===== src/rtl/data_register.sv =====
// Generic single-word holding register: load-enable, synchronous clear,
// asynchronous active-low reset to RESET_VALUE. Output comes straight from the flop.
`ifndef BITWIDTH
`define BITWIDTH 16
`endif

module data_register #(
    parameter int                   BITWIDTH    = `BITWIDTH,
    parameter logic [BITWIDTH-1:0]  RESET_VALUE = {BITWIDTH{1'b0}}
) (
    input  logic                iClk,
    input  logic                iRstN,
    input  logic                iEn,
    input  logic                iClr,
    input  logic [BITWIDTH-1:0] iData,
    output logic [BITWIDTH-1:0] oData
);

    logic [BITWIDTH-1:0] q_r;
    logic [BITWIDTH-1:0] q_next_s;

    // Next-state selection: clear outranks load, otherwise hold.
    always_comb begin
        q_next_s = q_r;
        if (iClr) begin
            q_next_s = {BITWIDTH{1'b0}};
        end else if (iEn) begin
            q_next_s = iData;
        end else begin
            q_next_s = q_r;
        end
    end

    // State register with asynchronous reset overriding any pending clear or load.
    always_ff @(posedge iClk or negedge iRstN) begin
        if (!iRstN) begin
            q_r <= RESET_VALUE;
        end else begin
            q_r <= q_next_s;
        end
    end

    assign oData = q_r;

endmodule


===== config.mk =====
export PLATFORM = sky130hd
export DESIGN_NAME = data_register
export DESIGN_NICKNAME = d
export VERILOG_FILES = /design/src/rtl/data_register.sv
export SDC_FILE = /design/constraint.sdc
export NUM_CORES = 1
export LEC_CHECK = 0
export CAP_MARGIN = 20
export CORE_MARGIN = 5
export CORE_UTILIZATION = 42
export CTS_BUF_LIST = sky130_fd_sc_hd__clkbuf_4
export DETAILED_ROUTE_END_ITERATION = 6
export PLACE_DENSITY = 0.95
export SYNTH_ARGS = -nofsm -noshare
export SYNTH_HDL_FRONTEND = slang
export SYNTH_SLANG_ARGS = --single-unit

===== constraint.sdc =====
create_clock -name iClk -period 0.9 [get_ports iClk]
set_input_delay 0.18 -clock iClk [delete_from_list [all_inputs] [get_ports iClk]]
set_output_delay 0.18 -clock iClk [all_outputs]
set_load 0.05 [all_outputs]

Yosys cells after proc, flatten, opt, wreduce, memory -nomap -nowiden
Index checks and enable logic that the tools add are counted.
{ "word_totals": {"ff_bits": 16, "input_bits": 20, "output_inout_bits": 16, "elab_cells": 4} }
{ "classes": {"reduce_logical": 1, "n_mux": 2} }
{ "ops": {"columns": ["op", "n"], "rows": [
  ["$mux W16", 2],
  ["$reduce_bool A2 Y1", 1]
]} }

Logic depth before layout (Yosys ltp)
{ "logic_depth": {"depth_word": 2, "depth_mapped": 4, "depth_no_buf": 2} }

Worst setup path after synthesis
OpenSTA, ideal clock, no wires.
{ "synth_timing": {"path_type": "register -> register", "from": "register oData[0] (netlist name)", "to": "register q_r[0], in the netlist oData[0]", "arrival_ns": 0.776, "path_stages_with_launch": 3, "path_slack_ns": -0.002, "setup_time_ns": 0.126, "path_cell_list": "dfrtp_1 mux2i_1 nor2_1"} }
{ "synth_lines": {"columns": ["item", "line_no", "text"], "rows": [
  ["end signal, assigned", "39", "q_r <= q_next_s;"],
  ["end, declared", "19", "logic [BITWIDTH-1:0] q_r;"]
]} }

Worst setup path after layout
{ "layout_timing": {"from": "register q_r[13], in the netlist oData[13]", "to": "output oData[13]"} }
{ "layout_lines": {"columns": ["item", "line_no", "text"], "rows": [
  ["end, declared", "16", "output logic [BITWIDTH-1:0] oData"]
]} }
No word-level cell between the ends.

==> flow_metrics.py <==
metrics = {
    "outcome": {
        "failed_checks": "setup timing",
        "status": "finished with violations",
    },
    "critical_path": {
        "worstRegToRegCells": 3,
        "endpoint_kind": "output pin",
        "cp_slowest_cell": "dfrtp_2",
        "slowest_delay_ps": 440,
        "crit_family": "flip-flops",
        "path_class": "register to output pin",
        "timing.rr.start": "oData[9]",
        "r2r_setup_slack_ps": 40,
        "crit_required_ps": 720,
        "start_kind": "register",
        "critPathBufInv": 1,
        "r2r-end": "oData[9]",
        "crit_chain": "buf_12",
        "worst-path-max-fanout": 2,
        "arrival_ps": 870,
    },
    "timing": {
        "fin_setup_tns_ps": -2330,
        "finClkSkew_ps": 0,
        "rsz0062_at_grt": "yes",
        "final_hold_viol_count": 0,
        "setup-violations-final": 16,
        "fin_crit_sh_pct": 117,
        "slew_headroom_pct": 88.8,
        "maxSlewViolCount": 0,
        "setup_ws_ps": -154,
        "worst_pin_slew_ps": 163,
        "finalCriticalPeriod_ps": 1050,
        "fmax_mhz": 948,
    },
    "power": {
        "irDropWorstVdd_mv": 1.22,
        "p_leak_nw": 0.614,
        "p_per_area_nw_per_um2": 1360,
    },
    "detailed_routing": {
        "first_pass_iters": 4,
        "drt_iter0_drc": 6,
        "wl_per_cell_um": 16.1,
        "wl_met3_um": 83,
        "wl_met1_um": 699,
        "routed_wl_mm": 1.77,
        "ant_nets": 0,
        "vias_per_cell": 4.75,
        "wl_met2_um": 970,
        "drc": 0,
        "top_layer": "met4",
        "routed-via-count": 522,
    },
    "global_route": {
        "grt_max_degree": 17,
        "grt_pass1_wl_mm": 3.02,
        "grt_overflow": 0,
        "antenna_found_initial": 0,
        "grt_pass1_vias": 636,
        "track_usage_pct": 15.8,
    },
    "final_layout": {
        "fin_cells": 110,
        "fin_util_pct": 85.6,
        "fin_area_um2": 1290,
        "nNetsFinal": 115,
        "syn2layout_area_growth_pct": 95.3,
        "n_antenna_cell": 0,
        "largest_reg_flops": 16,
        "final_cell_mix": "clkdlybuf4s50_1 (18), buf_12 (18), mux2i_1 (16), nor2_1 (16), dfrtp_1 (10)",
        "drive_above_1_share_pct": 34.0,
    },
    "cts": {
        "clock-sinks": 16,
        "cts_made_buffers": 3,
        "clk_pin_slew_ps": 90,
        "h-tree-depth": 1,
        "clk_latency_ps": 280,
        "clk_path_buf_depth": 2,
        "cts_tree": "built",
        "root_buffer": "clkbuf_4",
    },
    "placement": {
        "place.port_buffers": 35,
        "placed_cells": 103,
        "post_dp_cell_area_um2": 1210,
        "place_congestion": 0.653,
        "place_hpwl_mm": 1.34,
    },
    "floorplan": {
        "die-area_um2": 2470,
        "die_w_um": 49.7,
        "io_pins": 36,
        "coreArea_um2": 1510,
        "start_util_pct": 43.9,
        "die_y_um": 49.7,
        "row_count": 14,
    },
    "synthesis": {
        "netlist_instances": 52,
        "avgSynthCellArea_um2": 12.7,
        "synth_cell_types": 7,
        "syn_nets": 72,
        "seq_area_frac_synth_pct": 60.6,
        "yosysWarnings": 0,
        "netlist_area_um2": 661,
        "yosys_register_bits": 16,
    },
    "hold_path": {
        "hp-class": "input port to asynchronous set/reset pin",
    },
    "job": {
        "cap_violations": 0,
    },
}
==> timing repair <==
item / 4_1_cts / 5_1_grt
hold buffers: 0 / 0
setup endpoints to repair: 32 / 18
resized for setup: 1 / 1
pin swaps: 0 / 2
buffers inserted: 2 / 1
gates cloned: 1 / 0
==> through the flow <==
step	total power (W)	worst slack [ps]	hold WS, ps
after floorplan	0.00104	3.16	-116
after global placement	0.00135	-332	527
after detailed placement	0.00136	-377	525
after CTS	0.00175	-155	225
after global routing	0.00183	-191	224
final	0.00175	-154	219
==> power breakdown <==
group	switching (W)	internal, W	total (W)
sequential	0.0000470	0.000762	0.000809
combinational	0.000251	0.000311	0.000563
clock	0.000218	0.000161	0.000379
==> metal layers <==
layer	GRT usage (%)	vias up
met5	0	-
met4	5.24	0
met3	2.41	2
met2	27.8	17
met1	19.5	249
li1	-	254
==> logic make-up (layout without fill, tap and decap cells) <==
group | after synthesis | in the layout | share of synthesized area (%)
buffers and inverters | 4 | 46 | 6.06
DFF | 16 | 16 | 60.6
muxes | 16 | 16 | 24.2
and+or+nand+nor | 16 | 16 | 9.09
==> synth_stat cells <==
master	count	area, um^2
dfrtp_1	16	400
mux2i_1	16	160
nor2_1	16	60.1
buf_1	1	3.75
buf_12	1	20.0
buf_2	1	5.00
buf_6	1	11.3
==> worst max path at each step <==
stage	start	slack [ps]	cells after the start	end
6_report	oData[13]	-150	1	oData[13]
5_1_grt	oData[12]	-190	1	oData[12]
4_1_cts	oData[8]	-150	1	oData[8]
3_5_place_dp	iEn	-380	4	oData[7]
3_3_place_gp	iEn	-330	4	oData[5]
2_1_floorplan	oData[10]	3	2	oData[10]
==> area by class of cell <==
class / count / area (um^2)
multi-input cells: 32 / 220
clock buffers: 3 / 22.5
fillers: 74 / 216
flip-flops and latches: 16 / 408
clock inverters: 1 / 3.75
well taps: 16 / 20.0
repair buffers: 42 / 616
No activity file was read; power rests on OpenSTA's default activity.
